==> config.mk <==
export PLATFORM = sky130hd
export DESIGN_NAME = ai_i2s_rx_multich
export DESIGN_NICKNAME = d
export VERILOG_FILES = /design/src/rtl/ai_i2s_pkg.sv /design/src/rtl/ai_i2s_rx_fifo_sr.sv /design/src/rtl/ai_i2s_rx_multich.sv
export SDC_FILE = /design/constraint.sdc
export NUM_CORES = 1
export LEC_CHECK = 0
export BUFFER_PORTS_ARGS = -buffer_cell sky130_fd_sc_hd__buf_4
export CAP_MARGIN = 10
export CORE_MARGIN = 1.5
export CORE_UTILIZATION = 40
export DETAILED_ROUTE_END_ITERATION = 8
export PLACE_DENSITY_LB_ADDON = 0.08
export SYNTH_ARGS = -nofsm -noshare
export SYNTH_HDL_FRONTEND = slang
export SYNTH_SLANG_ARGS = --single-unit
==> constraint.sdc <==
create_clock -name clk -period 4.8 [get_ports clk]
set_input_delay 0.96 -clock clk [delete_from_list [all_inputs] [get_ports clk]]
set_output_delay 0.96 -clock clk [all_outputs]
set_load 0.05 [all_outputs]
==> src/rtl/ai_i2s_pkg.sv <==
// Shared types for the multi-channel I2S/LJ/TDM receive path.
package ai_i2s_pkg;

  typedef enum logic [1:0] {
    FMT_I2S  = 2'd0,
    FMT_LJ   = 2'd1,
    FMT_TDM  = 2'd2,
    FMT_RSVD = 2'd3
  } fmt_e;

  typedef enum logic [2:0] {
    IDLE,
    SYNC,
    DELAY,
    SHIFT,
    WAIT_FRAME
  } rx_state_e;

  localparam int MIN_RES = 16;

endpackage

==> src/rtl/ai_i2s_rx_fifo_sr.sv <==
// Synchronous FIFO for {ch,data} words; registered read port and registered status/level.
module ai_i2s_rx_fifo_sr #(
  parameter int WIDTH = 35,
  parameter int DEPTH = 16,
  parameter int LW    = $clog2(DEPTH) + 1
) (
  input  logic             clk,
  input  logic             rst,
  input  logic             wr_en,
  input  logic [WIDTH-1:0] wr_data,
  input  logic             rd_en,
  output logic [WIDTH-1:0] rd_data,
  output logic             rd_valid,
  output logic             empty,
  output logic             full,
  output logic [LW-1:0]    level
);

  localparam int AW = $clog2(DEPTH);

  logic [WIDTH-1:0] mem_q [DEPTH];
  logic [AW-1:0]    wp_q, rp_q;
  logic [LW-1:0]    level_q, level_d;
  logic             empty_q, full_q, rd_valid_q;
  logic [WIDTH-1:0] rd_data_q;
  logic             do_wr, do_rd;

  // A pop frees a slot in the same cycle, so a full FIFO still accepts a write alongside a read.
  assign do_wr = wr_en && (!full_q || rd_en);
  assign do_rd = rd_en && !empty_q;

  always_comb begin
    level_d = level_q;
    if (do_wr && !do_rd) level_d = level_q + LW'(1);
    else if (!do_wr && do_rd) level_d = level_q - LW'(1);
  end

  always_ff @(posedge clk) begin
    if (do_wr) mem_q[wp_q] <= wr_data;
  end

  always_ff @(posedge clk) begin
    if (rst) begin
      wp_q       <= '0;
      rp_q       <= '0;
      level_q    <= '0;
      empty_q    <= 1'b1;
      full_q     <= 1'b0;
      rd_valid_q <= 1'b0;
      rd_data_q  <= '0;
    end else begin
      if (do_wr) wp_q <= wp_q + AW'(1);
      if (do_rd) begin
        rp_q      <= rp_q + AW'(1);
        rd_data_q <= mem_q[rp_q];
      end
      rd_valid_q <= do_rd;
      level_q    <= level_d;
      empty_q    <= (level_d == '0);
      full_q     <= (level_d == LW'(DEPTH));
    end
  end

  assign rd_data  = rd_data_q;
  assign rd_valid = rd_valid_q;
  assign empty    = empty_q;
  assign full     = full_q;
  assign level    = level_q;

endmodule

==> src/rtl/ai_i2s_rx_multich.sv <==
// Multi-channel I2S / left-justified / TDM receiver: frames sd against ws, deserialises
// MSB-first, sign-extends and queues {ch,data} words for the register interface.
module ai_i2s_rx_multich
  import ai_i2s_pkg::*;
#(
  parameter int DATA_WIDTH = 32,
  parameter int NUM_CH     = 2,
  parameter int FIFO_DEPTH = 16,
  parameter int CH_W       = $clog2(NUM_CH)
) (
  input  logic                          clk,
  input  logic                          rst,
  input  logic                          rx_en,
  input  logic [1:0]                    fmt,
  input  logic [5:0]                    resolution,
  input  logic                          tswap,
  input  logic                          clk_en,
  input  logic                          ws,
  input  logic                          sd,
  input  logic                          rd_en,
  output logic [DATA_WIDTH-1:0]         rd_data,
  output logic [CH_W-1:0]               rd_ch,
  output logic                          rd_valid,
  output logic                          fifo_empty,
  output logic                          fifo_full,
  output logic [$clog2(FIFO_DEPTH):0]   fifo_level,
  output logic                          overflow,
  output logic                          frame_err,
  input  logic                          err_clr
);

  localparam logic [5:0]      SLOT_LAST = 6'(DATA_WIDTH - 1);
  localparam logic [CH_W-1:0] CH_LAST   = CH_W'(NUM_CH - 1);

  rx_state_e             state_q, state_d;
  logic                  ws_q;
  logic [DATA_WIDTH-1:0] acc_q, acc_d, acc_sh;
  logic [5:0]            cnt_q, cnt_d, pos_q, pos_d, res_q, res_d, res_in;
  logic [CH_W-1:0]       ch_q, ch_d, tag_q, tag_d;
  logic                  push_q, push_d;
  logic [DATA_WIDTH-1:0] word_q, word_d;
  logic                  overflow_q, frame_err_q, ferr_set, ovf_set;
  logic                  ws_rise, ws_fall, ws_edge, start, tdm;
  fmt_e                  fmt_eff;
  logic                  ff_full;

  function automatic logic [DATA_WIDTH-1:0] sext(input logic [DATA_WIDTH-1:0] v,
                                                 input logic [5:0] n);
    logic [DATA_WIDTH-1:0] r;
    logic s;
    r = '0;
    s = 1'b0;
    for (int i = 0; i < DATA_WIDTH; i++) if (i == int'(n) - 1) s = v[i];
    for (int i = 0; i < DATA_WIDTH; i++) r[i] = (i < int'(n)) ? v[i] : s;
    return r;
  endfunction

  assign fmt_eff = (fmt_e'(fmt) == FMT_RSVD) ? FMT_I2S : fmt_e'(fmt);
  assign tdm     = (fmt_eff == FMT_TDM);
  assign res_in  = (resolution < 6'(MIN_RES) || int'(resolution) > DATA_WIDTH)
                   ? 6'(MIN_RES) : resolution;
  assign ws_rise = clk_en && ws && !ws_q;
  assign ws_fall = clk_en && !ws && ws_q;
  assign ws_edge = ws_rise || ws_fall;
  assign start   = tdm ? ws_rise : ws_fall;
  assign acc_sh  = (acc_q << 1) | DATA_WIDTH'(sd);

  always_comb begin
    state_d  = state_q;
    acc_d    = acc_q;
    cnt_d    = cnt_q;
    pos_d    = pos_q;
    ch_d     = ch_q;
    res_d    = res_q;
    push_d   = 1'b0;
    word_d   = word_q;
    tag_d    = tag_q;
    ferr_set = 1'b0;
    if (!rx_en) begin
      state_d = IDLE;
    end else begin
      case (state_q)
        IDLE: state_d = SYNC;
        SYNC, WAIT_FRAME: begin
          if (start) begin
            ch_d  = '0;
            res_d = res_in;
            pos_d = 6'd1;
            if (fmt_eff == FMT_I2S) begin
              state_d = DELAY;
              acc_d   = '0;
              cnt_d   = '0;
            end else begin
              state_d = SHIFT;
              acc_d   = DATA_WIDTH'(sd);
              cnt_d   = 6'd1;
            end
          end
        end
        DELAY: begin
          if (clk_en) begin
            state_d = SHIFT;
            acc_d   = DATA_WIDTH'(sd);
            cnt_d   = 6'd1;
          end
        end
        SHIFT: begin
          if (clk_en) begin
            if (tdm) begin
              if (ws_rise) begin
                ferr_set = 1'b1;
                ch_d     = '0;
                res_d    = res_in;
                acc_d    = DATA_WIDTH'(sd);
                cnt_d    = 6'd1;
                pos_d    = 6'd1;
              end else begin
                if (cnt_q < res_q) begin
                  acc_d = acc_sh;
                  cnt_d = cnt_q + 6'd1;
                  if (cnt_q + 6'd1 == res_q) begin
                    push_d = 1'b1;
                    word_d = sext(acc_sh, res_q);
                    tag_d  = ch_q;
                  end
                end
                if (pos_q == SLOT_LAST) begin
                  if (ch_q == CH_LAST) begin
                    state_d = WAIT_FRAME;
                  end else begin
                    ch_d  = ch_q + CH_W'(1);
                    pos_d = '0;
                    cnt_d = '0;
                    acc_d = '0;
                    res_d = res_in;
                  end
                end else begin
                  pos_d = pos_q + 6'd1;
                end
              end
            end else if (ws_edge) begin
              // I2S: the edge bit is still the previous slot's LSB; LJ: it is the new slot's MSB.
              if (fmt_eff == FMT_I2S) begin
                if (cnt_q < res_q) begin
                  if (cnt_q + 6'd1 == res_q) begin
                    push_d = 1'b1;
                    word_d = sext(acc_sh, res_q);
                    tag_d  = ch_q ^ CH_W'(tswap);
                  end else begin
                    ferr_set = 1'b1;
                  end
                end
                state_d = DELAY;
              end else begin
                if (cnt_q < res_q) ferr_set = 1'b1;
                acc_d = DATA_WIDTH'(sd);
                cnt_d = 6'd1;
              end
              ch_d  = CH_W'(ws);
              res_d = res_in;
            end else if (cnt_q < res_q) begin
              acc_d = acc_sh;
              cnt_d = cnt_q + 6'd1;
              if (cnt_q + 6'd1 == res_q) begin
                push_d = 1'b1;
                word_d = sext(acc_sh, res_q);
                tag_d  = ch_q ^ CH_W'(tswap);
              end
            end
          end
        end
        default: state_d = IDLE;
      endcase
    end
  end

  assign ovf_set = push_q && ff_full && !rd_en;

  always_ff @(posedge clk) begin
    if (rst) begin
      state_q     <= IDLE;
      ws_q        <= 1'b0;
      acc_q       <= '0;
      cnt_q       <= '0;
      pos_q       <= '0;
      ch_q        <= '0;
      res_q       <= 6'(MIN_RES);
      push_q      <= 1'b0;
      word_q      <= '0;
      tag_q       <= '0;
      overflow_q  <= 1'b0;
      frame_err_q <= 1'b0;
    end else begin
      state_q     <= state_d;
      if (clk_en) ws_q <= ws;
      acc_q       <= acc_d;
      cnt_q       <= cnt_d;
      pos_q       <= pos_d;
      ch_q        <= ch_d;
      res_q       <= res_d;
      push_q      <= push_d;
      word_q      <= word_d;
      tag_q       <= tag_d;
      overflow_q  <= ovf_set || (overflow_q && !err_clr);
      frame_err_q <= ferr_set || (frame_err_q && !err_clr);
    end
  end

  ai_i2s_rx_fifo_sr #(
    .WIDTH (DATA_WIDTH + CH_W),
    .DEPTH (FIFO_DEPTH),
    .LW    ($clog2(FIFO_DEPTH) + 1)
  ) u_fifo (
    .clk      (clk),
    .rst      (rst),
    .wr_en    (push_q),
    .wr_data  ({tag_q, word_q}),
    .rd_en    (rd_en),
    .rd_data  ({rd_ch, rd_data}),
    .rd_valid (rd_valid),
    .empty    (fifo_empty),
    .full     (ff_full),
    .level    (fifo_level)
  );

  assign fifo_full = ff_full;
  assign overflow  = overflow_q;
  assign frame_err = frame_err_q;

endmodule

## Word level (Yosys, flattened, before mapping)

Memories as Yosys holds them, arrays and structs flattened. A register that Yosys moved wholly into a read port is not among the register bits.
Index checks and enable logic that the tools add are counted.

| storage, ports and cells | value |
|---|---|
| bits in writable memories | 528 |
| memories | 1 |
| register bits | 107 |
| output and inout port bits | 43 |
| input port bits | 17 |

| cells by class | value |
|---|---|
| eq/ne operators | 57 |
| muxes and demuxes | 159 |
| $add $sub $neg | 8 |
| reductions and logical operators | 41 |
| $lt $le $gt $ge | 35 |
| bitwise logic cells | 5 |

Memory list:

| name | depth | width | rd ports | clocked after memory_dff | write ports | RTL line | source |
|---|---|---|---|---|---|---|---|
| u_fifo.mem_q | 16 | 33 | 1 | 1 | 1 | ai_i2s_rx_fifo_sr.sv:21 | `logic [WIDTH-1:0] mem_q [DEPTH];` |

Operator list:

| kind | number |
|---|---|
| 32-bit 2-to-1 mux | 16 |
| 6-bit 2-to-1 mux | 24 |
| 6-bit by 7-bit == test with 1-bit output (first input constant) | 16 |
| 1-bit 2-to-1 mux | 101 |
| 5-bit by 6-bit less-than comparator with 1-bit output (first input constant) | 16 |
| 32-bit case mux with 3 select lines | 1 |
| 5-bit by 7-bit == test with 1-bit output (first input constant) | 8 |
| 4-bit by 6-bit less-than comparator with 1-bit output (first input constant) | 8 |
| 32-bit zero test | 1 |
| 32-bit by 1-bit bitwise OR with 32-bit output | 1 |
| 4-bit by 7-bit == test with 1-bit output (first input constant) | 4 |
| 3-bit 2-to-1 mux | 9 |
| 3-bit by 6-bit less-than comparator with 1-bit output (first input constant) | 4 |
| 6-bit case mux with 2 select lines | 2 |
| 6-bit case mux with 3 select lines | 1 |
| 6-bit AND reduction | 3 |
| 4-bit inequality test (second input constant) | 4 |
| 3-bit inequality test (second input constant) | 5 |
| 3-bit by 7-bit == test with 1-bit output (first input constant) | 2 |
| 7-bit AND reduction | 2 |
| 6-bit by 1-bit adder with 6-bit output (second input constant) | 2 |
| 1-bit logical AND | 12 |
| 1-bit by 6-bit less-than comparator with 1-bit output (first input constant) | 2 |
| 2-bit by 6-bit less-than comparator with 1-bit output (first input constant) | 2 |
| other kinds (36) | 59 |

## Longest topological paths before layout

Gate-level depths: netlist of the first run.

| logic depth | value |
|---|---|
| word-level depth | 40 |
| mapped depth | 13 |
| mapped depth without buffers | 9 |

## Modules after synthesis

A second synthesis of the first run with hierarchy kept.

| unflattened totals | value |
|---|---|
| cell total of the unflattened synthesis | 1721 |
| area, all modules | 27117.3 µm² |

By module, submodules not included:

| module | area each (µm²) | times used | cells each |
|---|---|---|---|
| ai_i2s_rx_fifo_sr | 21788.4 | 1 | 1029 |
| ai_i2s_rx_multich | 5328.9 | 1 | 692 |

## Worst setup path before layout of the first run

Ideal clock, no wire load.

| path | value |
|---|---|
| path type | input-to-reg |
| from | input port rd_en |
| to | memory u_fifo.mem_q[3][0] (netlist bit), enable pin |
| setup time | 464 ps |
| required time | 4336 ps |
| buffers on the path | 1 |
| stages on the path | 5 |
| setup slack | 270 ps |
| arrival time | 4065 ps |
| cell sequence | inv_1 -> a21boi_0 -> clkbuf_1 -> nand2_1 -> nor3_1 |

| between the ends | value |
|---|---|
| longest elaborated chain between the ends | 4 |

RTL lines:

| what | RTL line | source |
|---|---|---|
| from (decl) | ai_i2s_rx_multich.sv:20 | `input logic rd_en,` |
| 1-bit logical OR | ai_i2s_rx_fifo_sr.sv:29 | `assign do_wr = wr_en && (!full_q \|\| rd_en);` |
| 1-bit logical AND | ai_i2s_rx_fifo_sr.sv:29 |  |
| 1-bit 2-to-1 mux | ai_i2s_rx_fifo_sr.sv:39 | `if (do_wr) mem_q[wp_q] <= wr_data;` |
| 1-bit 2-to-1 mux (implied by the code) | ai_i2s_rx_fifo_sr.sv:39 |  |
| to (decl) | ai_i2s_rx_fifo_sr.sv:21 |  |

No other way between the ends.

## Final worst setup path of the first run

| path | value |
|---|---|
| from | register res_q[2] |
| to | register word_q[6] |

| between the ends | value |
|---|---|
| longest elaborated chain between the ends | 40 |

RTL lines:

| what | RTL line | source |
|---|---|---|
| from (decl) | ai_i2s_rx_multich.sv:38 | `logic [5:0] cnt_q, cnt_d, pos_q, pos_d, res_q, res_d, res_in;` |
| from (signal assigned) | ai_i2s_rx_multich.sv:187 | `res_q <= 6'(MIN_RES);` |
| from (signal assigned) | ai_i2s_rx_multich.sv:200 | `res_q <= res_d;` |
| 6-bit by 1-bit subtractor with 7-bit output | ai_i2s_rx_multich.sv:53 | `for (int i = 0; i < DATA_WIDTH; i++) if (i == int'(n) - 1) s = v[i];` |
| 32-bit zero test | ai_i2s_rx_multich.sv:53 |  |
| 1-bit 2-to-1 mux (32 in a row) | ai_i2s_rx_multich.sv:53 |  |
| 1-bit 2-to-1 mux | ai_i2s_rx_multich.sv:54 | `for (int i = 0; i < DATA_WIDTH; i++) r[i] = (i < int'(n)) ? v[i] : s;` |
| 32-bit 2-to-1 mux | ai_i2s_rx_multich.sv:121, ai_i2s_rx_multich.sv:145, ai_i2s_rx_multich.sv:164 |  |
| 32-bit 2-to-1 mux (*) | ai_i2s_rx_multich.sv:118, ai_i2s_rx_multich.sv:144, ai_i2s_rx_multich.sv:161 |  |
| 32-bit 2-to-1 mux | ai_i2s_rx_multich.sv:143 | `if (fmt_eff == FMT_I2S) begin` |
| 32-bit 2-to-1 mux | ai_i2s_rx_multich.sv:141 | `end else if (ws_edge) begin` |
| 32-bit 2-to-1 mux (*) | ai_i2s_rx_multich.sv:109 | `if (tdm) begin` |
| to (signal assigned) | ai_i2s_rx_multich.sv:202 | `word_q <= word_d;` |
| to (decl) | ai_i2s_rx_multich.sv:41 | `logic [DATA_WIDTH-1:0] word_q, word_d;` |

Every way passes the cells marked *; elsewhere a longest branch is shown, timed or not. The select of a mux whose other input is x is not followed.
A chain may end at the register's enable or synchronous reset.

==> results of run 1 <==
## cell families after synthesis
group	Yosys count	synth area share [%]
AO/OA/AOI/OAI	263	5.91
XOR/XNOR	24	0.781
adder cells (fa/ha/maj)	17	0.790
buffers and inverters	130	2.00
flip-flops	667	69.2
multiplexers	183	14.6
AND/OR/NAND/NOR	396	6.74
## layout make-up
cell class,count,area [um2]
antenna,1,2.50
sequential,667,18700
tap,864,1080
inverter,25,93.8
timing repair buffer,97,816
clock buffer,103,2100
multi-input combinational,883,7880
clock inverter,30,246
fill,5714,35400
## metrics by stage
step	hold WS [ps]	util, %	instance area [um2]	power (mW)
3_3_place_gp	442	43.1	28500	7.60
5_1_grt	470	46.6	30900	13.4
2_1_floorplan	436	-	26900	7.28
6_report	452	46.6	30900	12.9
3_5_place_dp	448	43.1	28500	7.61
4_1_cts	457	46.6	30900	13.1
## layout by cell type, fill, tap and decap left out, drive strengths merged, types with 3 or more instances in the layout
cell type,count
o32ai,3
mux4,166
and3,4
xor2,12
clkinv,22
or2,8
o211ai,6
a211oi,10
nor2,91
dfxtp,139
o31ai,5
ha,17
inv,27
o21a,3
a31oi,27
clkbuf,103
nor2b,14
nor3b,8
nor3,24
o211a,4
or3,7
a21oi,129
edfxtp,528
mux2,4
xnor2,12
nand3b,5
nand2b,10
o21ai,48
nand4,12
and2,5
o21bai,3
buf,97
nand2,184
mux2i,13
bufinv,4
nand3,14
## cells in the mapped netlist (3+ instances only)
| cell type | n | share of area [%] |
|---|---|---|
| and2_1 | 5 | 0.12 |
| xnor2_1 | 12 | 0.39 |
| mux2_2 | 3 | 0.13 |
| inv_1 | 25 | 0.35 |
| mux4_2 | 166 | 14 |
| nor3b_1 | 7 | 0.20 |
| a21oi_2 | 8 | 0.26 |
| nand4_1 | 12 | 0.28 |
| ha_1 | 17 | 0.79 |
| a31oi_1 | 27 | 0.63 |
| o31ai_1 | 5 | 0.14 |
| nor3_1 | 22 | 0.41 |
| clkbuf_1 | 58 | 0.81 |
| o21ai_1 | 4 | 0.074 |
| o211a_1 | 4 | 0.15 |
| a211oi_1 | 8 | 0.22 |
| a21oi_1 | 121 | 2.2 |
| o211ai_1 | 5 | 0.14 |
| nor2b_1 | 14 | 0.33 |
| mux2i_1 | 13 | 0.48 |
| nand2_1 | 183 | 2.6 |
| o21bai_1 | 3 | 0.084 |
| nand3_1 | 13 | 0.24 |
| o32ai_1 | 3 | 0.098 |
| nand2b_1 | 10 | 0.23 |
| dfxtp_1 | 139 | 10 |
| buf_2 | 25 | 0.46 |
| or2_2 | 8 | 0.19 |
| nand3b_1 | 5 | 0.14 |
| or3_1 | 7 | 0.16 |
| xor2_1 | 12 | 0.39 |
| buf_1 | 19 | 0.26 |
| edfxtp_1 | 528 | 59 |
| o21ai_0 | 44 | 0.82 |
| nor2_1 | 91 | 1.3 |
| and3_1 | 4 | 0.093 |
## final timing paths
path | slack, ps | startpoint | cells after the start | endpoint
setup / recovery | 1580 | res_q[2] | 10 | word_q[6]
hold / removal | 450 | u_fifo.rd_data[29] | 2 | u_fifo.rd_data[29]
setup reg to reg | 1580 | res_q[2] | 10 | word_q[6]
hold reg to reg | 450 | u_fifo.rd_data[29] | 2 | u_fifo.rd_data[29]
## registers in the layout, summed over array words and instances (netlist names), 5 cells and up
register and flops:
u_fifo.rd_data 33, acc_q 31, u_fifo.level 5, res_q 6, pos_q 6, cnt_q 6
word_q 32, u_fifo.mem_q 528
## layer usage
metal,vias up,share of wire [%],GRT usage [%]
met2,325,48,31.7
met3,84,4.1,2.61
met4,0,2.0,5.78
met5,-,0,0
li1,6690,-,-
met1,7750,46,26.9
## worst max-delay path, cell delays in order, from the launching register on
cell and delay (ps):
dfxtp_1 300, buf_4 370, inv_1 220, ha_1 320, o21ai_0 180, a21oi_1 60
o211ai_1 200, nand2_1 290, nor3_2 840, o21ai_0 210, a21oi_2 140
## power by group through the flow
stage	logic [mW]	registers [mW]	clock network (mW)
after detailed placement	1.18	6.43	0
after global routing	1.24	6.31	5.81
after global placement	1.17	6.43	0
final	1.15	6.30	5.46
after CTS	1.18	6.31	5.60
after floorplan	0.775	6.50	0
==> flow_summary.json, run 1 <==
{
  "antenna_found_initial": 1,
  "ys_seq_area_share_pct": 69.2,
  "worst_pin_slew_ps": 1080,
  "grt_pass1_wl_um": 99200,
  "dp_hpwl_um": 37700,
  "cts.sinks": 667,
  "syn_nets": 1714,
  "avgRoutedWirePerCell_um": 24.6,
  "setup_tns_ps": 0,
  "final_cells": 2670,
  "cp-end-kind": "flip-flop",
  "p_switching_mw": 2.94,
  "fp-row-count": 94,
  "track_usage_pct": 19.3,
  "initialDrtViolationCount": 1090,
  "power_frac_clock_pct": 42.3,
  "relSlewSlack_pct": 27.8,
  "crit_type": "reg -> reg",
  "leakage_nw": 10.6,
  "swShare_pct": 22.8,
  "yosys_warnings": 0,
  "hold_viol": 0,
  "vdd_drop_max_mv": 0.227,
  "dp_cells": 2536,
  "drt_pass1_iterations": 5,
  "status": "complete, no violations",
  "start_util_pct": 40.7,
  "arrival_ps": 3740,
  "gr-total-overflow": 0,
  "synth.avg_cell_area_um2": 16.0,
  "async_reset_ff_share_pct": 0,
  "worstSkewPairLatency_ps": 590,
  "skew_ps": 11.5,
  "cts_tree": "done",
  "syn_inst": 1680,
  "maxCapViolCount": 0,
  "coreArea_um2": 66200,
  "cts-root-buf": "clkbuf_16",
  "nets": 1781,
  "powerDensity_nw_per_um2": 418,
  "ctsResizeCount": 0,
  "max_freq_mhz": 311,
  "vias": 14800,
  "hp-class": "reg -> reg",
  "layout-drive-gt1-share_pct": 23.5,
  "maxSlewViolCount": 0,
  "ant_nets": 0,
  "cts_buffers": 73,
  "path_clk_slew_ps": 60,
  "worstPathRequired_ps": 5320,
  "setup_violations": 0,
  "fin_ws_ps": 1580,
  "finalWirelength_um": 65800,
  "postCtsSetupBuffers": 0,
  "finalCritPeriodShare_pct": 67.0,
  "cts.hold.buffers_added": 0,
  "p_seq_share_pct": 48.8,
  "crit_path_start_kind": "flip-flop",
  "avgViaCountPerCell": 5.56,
  "grt_max_degree": 82,
  "min_period_ps": 3220,
  "comb_power_share_pct": 8.9,
  "die_y_um": 262,
  "cts_max_level": 3,
  "drc": 0,
  "p_int_mw": 9.96,
  "grt_pass1_vias": 15200,
  "syn2layout_area_growth_pct": 14.6,
  "io_pins": 60,
  "synth_seq_cells": 667,
  "synth_flop_cell": "edfxtp_1",
  "fp.dieW_um": 262,
  "syn_area_um2": 26900,
  "dieArea_um2": 68900,
  "place_congestion": 0.825,
  "port_buffers": 59,
  "cts_buffer_depth": 3,
  "post-place-ws_ps": 1290,
  "synth_edf_count": 528,
  "critPathMaxFanout": 39,
  "rsz0062_at_grt": "no",
  "synthDistinctLibCells": 71
}
Power figures use the tool's default switching activity.
==> run 2, diff against run 1 <==
Settings changed: ABC_AREA set to 1.
Clock period 4.8 ns to 3.1 ns, I/O delays scaled along.
==> run 2 against run 1 <==
  * Hold slack got worse by 160 ps
  * Clock skew increased by 5.1 ps
  * Design area increased by 3.0%
  * Combinational power increased to 3.4 times the previous value
  * Critical path type unchanged
==> flow_summary.json, run 2 <==
{
  "power_frac_clock_pct": 39.0,
  "yosys_warnings": 0,
  "synth.avg_cell_area_um2": 11.4,
  "max_freq_mhz": 358,
  "p_switching_mw": 6.46,
  "cts.sinks": 667,
  "vdd_drop_max_mv": 0.391,
  "track_usage_pct": 22.4,
  "avgViaCountPerCell": 5.54,
  "yosysMostFrequentCell": "edfxtp_1",
  "layout-drive-gt1-share_pct": 12.3,
  "p_seq_share_pct": 43.6,
  "cts-root-buf": "clkbuf_16",
  "cts_buffer_depth": 3,
  "top_register": "u_fifo.mem_q",
  "crit_type": "reg -> reg",
  "worst_pin_slew_ps": 937,
  "synth_top_area_cell": "edfxtp_1",
  "drc": 0,
  "start_util_pct": 40.4,
  "cts_buffers": 75,
  "dieArea_um2": 69600,
  "setup_tns_ps": 0,
  "ys_seq_area_share_pct": 68.5,
  "ys_top_cells_by_count": "edfxtp_1, nor2_1, o21ai_0, inv_1, dfxtp_1",
  "cp-end-kind": "flip-flop",
  "initialDrtViolationCount": 1579,
  "maxCapViolCount": 0,
  "largest_register_ffs": 528,
  "syn_inst": 2388,
  "cts.hold.buffers_added": 0,
  "place_congestion": 0.902,
  "critPathMaxFanout": 8,
  "finalWirelength_um": 77800,
  "p_int_mw": 16.3,
  "path_clk_slew_ps": 60,
  "hp-class": "in -> reg",
  "leakage_nw": 11.5,
  "worstPathRequired_ps": 3560,
  "syn_nets": 2422,
  "vias": 18800,
  "powerDensity_nw_per_um2": 717,
  "io_pins": 60,
  "worstSkewPairLatency_ps": 610,
  "setup_violations": 0,
  "min_period_ps": 2790,
  "drt_pass1_iterations": 7,
  "skew_ps": 16.6,
  "grt_max_degree": 201,
  "finalCritPeriodShare_pct": 90.2,
  "dp_hpwl_um": 43800,
  "cts_max_level": 3,
  "hold_viol": 0,
  "arrival_ps": 3260,
  "swShare_pct": 28.3,
  "port_buffers": 59,
  "relSlewSlack_pct": 37.5,
  "ant_nets": 0,
  "synth_edf_count": 528,
  "fp.dieW_um": 264,
  "syn_area_um2": 27200,
  "coreArea_um2": 67300,
  "grt_pass1_vias": 18400,
  "status": "complete, no violations",
  "synth_seq_cells": 667,
  "synthDistinctLibCells": 53,
  "layout_commonest_cell": "edfxtp_1",
  "yosysTopAreaCellShare_pct": 58.3,
  "crit_path_start_kind": "flip-flop",
  "die_y_um": 264,
  "finalCoreUtilization_pct": 47.3,
  "fp-row-count": 95,
  "async_reset_ff_share_pct": 0,
  "mostFrequentLayoutCells": "edfxtp_1, nor2_1, o21ai_0",
  "avgRoutedWirePerCell_um": 22.9,
  "grt_pass1_wl_um": 118000,
  "fin_ws_ps": 305,
  "post-place-ws_ps": 173,
  "synth_flop_cell": "edfxtp_1",
  "syn2layout_area_growth_pct": 16.9,
  "nets": 2489,
  "synth.area.top_cells": "edfxtp_1, dfxtp_1, nor2_1",
  "antenna_found_initial": 0,
  "comb_power_share_pct": 17.3,
  "cts_tree": "done",
  "gr-total-overflow": 0,
  "maxSlewViolCount": 0,
  "num-fill-cells": 6093
}
==> run 2: cell types whose count changed after synthesis, sizes merged, moves of 33 or more <==
cell,change
o21ai,+275
clkbuf,+70
nor2,+360
inv,+134
buf,-33
o22ai,+45
a21oi,-59
o221ai,+86
mux4,-166
nand3,+76
==> run 2: metal layers <==
layer / GRT usage, % / wire [um] / up-vias
met5: 0 / 0 / -
met4: 4.89 / 1160 / 0
met3: 3.24 / 3650 / 98
met2: 37.1 / 37300 / 458
met1: 31.3 / 35700 / 9366
li1: - / - / 8858
==> run 2: cell type report <==
cell class	instances	area, um2	area share [%]
diodes	1	2.50	0.00787
clock buffers	109	2120	6.66
clock inverters	30	369	1.16
inverters	163	627	1.97
multi-input cells	1416	7550	23.7
flip-flops and latches	667	18700	58.7
well taps	873	1090	3.44
repair buffers	132	1380	4.34
==> run 2: repair_timing <==
item,in CTS,in global routing
buffers inserted,0,0
endpoints found under the setup margin,0,5
gates resized for setup,0,9
==> run 2: power by group through the flow <==
stage	sequential (mW)	clock [mW]	combinational [mW]
after floorplan	10.5	0	2.21
after global placement	10.1	0	3.94
after detailed placement	10.1	0	3.96
after CTS	9.94	9.11	3.96
after global routing	9.96	9.48	4.36
final	9.94	8.89	3.95
==> run 2: critical path, cell delays in order (launching register included) <==
cell and delay, ps:
dfxtp_1 350, clkinv_2 170, nand2_4 180, nand2_2 130
nand2_4 130, nor2_1 70, nand2_2 60, nand4_2 140
nor2_4 130, nand3_1 90, nand2_2 90, nand3_2 90
nand2_2 80, nand4_2 70, nand2_2 90, nand3_2 70
nand2_2 100, nand4_4 100, nor3b_4 220, nand2_1 80
o21ai_1 130, a21oi_1 70
==> run 2: per-stage QoR <==
| step | std cells | hold WS, ps | total power, mW | area (um2) |
|---|---|---|---|---|
| finish | 3391 | 293 | 22.8 | 31800 |
| global route | 3390 | 293 | 23.8 | 31800 |
| CTS | 3390 | 257 | 23.0 | 31800 |
| detailed placement | 3251 | 464 | 14.1 | 29300 |
| global placement | 3251 | 458 | 14.1 | 29300 |
| floorplan | 2388 | 437 | 12.7 | 27200 |
==> run 2: logic make-up after synthesis <==
group                    count (synthesis)  share of synthesized area [%]
AO/OA/AOI/OAI                          647                           14.5
XOR/XNOR                                12                          0.386
adder cells (fa/ha/maj)                 17                          0.782
buffers and inverters                  305                           4.28
flip-flops                             667                           68.5
multiplexers                             1                         0.0368
AND/OR/NAND/NOR                        739                           11.5
==> run 2: worst paths after layout <==
kind | from | to | slack [ps] | cells past startpoint
worst max register to register | res_q[4] | word_q[29] | 310 | 21
worst max-delay path | res_q[4] | word_q[29] | 310 | 21
worst min register to register | overflow | overflow | 470 | 2
worst min-delay path | err_clr | overflow | 290 | 4
==> run 3, diff against run 2 <==
Settings changed: CORE_UTILIZATION 40 to 55.
==> run 3 against run 2 <==
  * Via count rose by 2.4%
  * Critical path depth rose by 1
  * First-iteration DRC count rose by 24%
  * Flip-flop and latch count did not move
  * Die area fell by 27%
  * Critical path type unchanged
  * Largest power group unchanged
  * Highest routed layer unchanged
==> flow_summary.json, run 3 (synthesis results as in run 2) <==
{
  "hold_end": "frame_err",
  "path_clk_slew_ps": 70,
  "max_freq_mhz": 354,
  "cts_buffers": 68,
  "skew_ps": 25.0,
  "finalCritPeriodShare_pct": 91.1,
  "cts.sinks": 667,
  "regArea_um2": 18700,
  "place_congestion": 0.971,
  "relSlewSlack_pct": 50.2,
  "drc": 0,
  "min_from": "err_clr",
  "die_y_um": 225,
  "maxSlewViolCount": 0,
  "grt_pass1_wl_um": 111000,
  "num-fill-cells": 3877,
  "port_buffers": 59,
  "finalWirelength_um": 73300,
  "status": "complete, no violations",
  "layout-drive-gt1-share_pct": 12.0,
  "ctsResizeCount": 0,
  "arrival_ps": 3280,
  "drt_pass1_iterations": 5,
  "start_util_pct": 55.7,
  "cts.hold.buffers_added": 0,
  "top_register": "u_fifo.mem_q",
  "placed_cell_area_um2": 29000,
  "coreArea_um2": 48800,
  "n_antenna_cell": 0,
  "powerDensity_nw_per_um2": 699,
  "crit_type": "reg -> reg",
  "grt_max_degree": 101,
  "maxCapViolCount": 0,
  "fp-row-count": 81,
  "io_pins": 60,
  "layout_commonest_cell": "edfxtp_1",
  "crit_path_start_kind": "flip-flop",
  "cts_buffer_depth": 3,
  "cts_tree": "done",
  "vias": 19200,
  "grt_pass1_vias": 18700,
  "largest_register_ffs": 528,
  "worstSkewPairLatency_ps": 610,
  "syn2layout_area_growth_pct": 14.7,
  "fp.dieW_um": 225,
  "dieArea_um2": 50800,
  "worstPathRequired_ps": 3560,
  "mostFrequentLayoutCells": "edfxtp_1, nor2_1, o21ai_0",
  "fin_area_um2": 31200,
  "hold_viol": 0,
  "worst_pin_slew_ps": 747,
  "rrSetupSlack_ps": 280,
  "postCtsSetupBuffers": 0,
  "leakage_nw": 11.4,
  "critPathMaxFanout": 8,
  "cts_max_level": 3,
  "hp-class": "in -> reg",
  "initialDrtViolationCount": 1954,
  "avgViaCountPerCell": 6.06,
  "worstHoldPathCells": 4,
  "cp-end-kind": "flip-flop",
  "avgRoutedWirePerCell_um": 23.1,
  "r2r_end": "word_q[29]",
  "critical_path.reg2reg.startpoint": "res_q[0]",
  "min_period_ps": 2820,
  "reg2reg_depth": 22,
  "dp_hpwl_um": 41500,
  "antenna_found_initial": 0,
  "vdd_drop_max_mv": 0.436,
  "holdWs_ps": 294,
  "gr-total-overflow": 0,
  "cts-root-buf": "clkbuf_16",
  "nets": 2488,
  "multi_input_area_um2": 7550,
  "setup_violations": 0,
  "ant_nets": 0,
  "track_usage_pct": 29.3
}
-- run 3: final cells by class --
| cell class | count | share of cell area [%] |
|---|---|---|
| Clock buffer | 92 | 6.13 |
| Clock inverter | 31 | 0.730 |
| Inverter | 163 | 2.01 |
| Multi-Input combinational cell | 1416 | 24.2 |
| Sequential cell | 667 | 59.8 |
| Tap cell | 664 | 2.66 |
| Timing Repair Buffer | 138 | 4.52 |
-- run 3: critical path, cell delays in order, from the launching register on --
cell     delay, ps
dfxtp_1        400
inv_2          130
nand2_4        110
nor2_8         150
nand2_4         80
nand2_4        120
nor2_1          70
nand2_2         60
nand4_2        150
nor2_4         120
nand3_1         90
nand2_2         90
nand3_2         80
nand2_2         80
nand4_2         80
nand2_2         90
nand3_2         60
nand2_2        100
nand4_4        100
nor3b_4        240
nand2_1         70
o21ai_1        120
a21oi_1         80
-- run 3: worst max path at each step --
stage | slack (ps) | cells past startpoint | startpoint | endpoint
floorplan | 130 | 4 | rd_en | u_fifo.mem_q[11][0]
global placement | 300 | 21 | sd | word_q[29]
detailed placement | 220 | 22 | res_q[1] | word_q[29]
CTS | 180 | 22 | res_q[1] | word_q[29]
global route | -10 | 23 | res_q[1] | word_q[29]
finish | 280 | 22 | res_q[0] | word_q[29]
-- run 3: per-layer routing --
layer	wire length (um)	track usage, %
met1	30500	40.4
met2	35300	48.1
met3	5270	3.78
met4	2200	10.8
met5	0	0
-- run 3: per-stage QoR --
stage / util (%) / cells / TNS [ps] / total power [mW] / worst slack [ps]
floorplan: - / 2388 / 0 / 12.7 / 135
global placement: 59.5 / 3048 / 0 / 14.0 / 298
detailed placement: 59.5 / 3048 / 0 / 14.1 / 217
CTS: 63.8 / 3171 / 0 / 21.9 / 178
global route: 63.9 / 3171 / -12.7 / 22.7 / -12.7
finish: 63.9 / 3171 / 0 / 21.8 / 277
-- run 3: report_power, final --
group	total, mW	switching, mW	leakage, nW	internal, mW
registers	9.94	0.196	6.48	9.74
logic	3.98	2.71	3.85	1.26
clock network	7.90	3.38	1.06	4.52
total	21.8	6.29	11.4	15.5
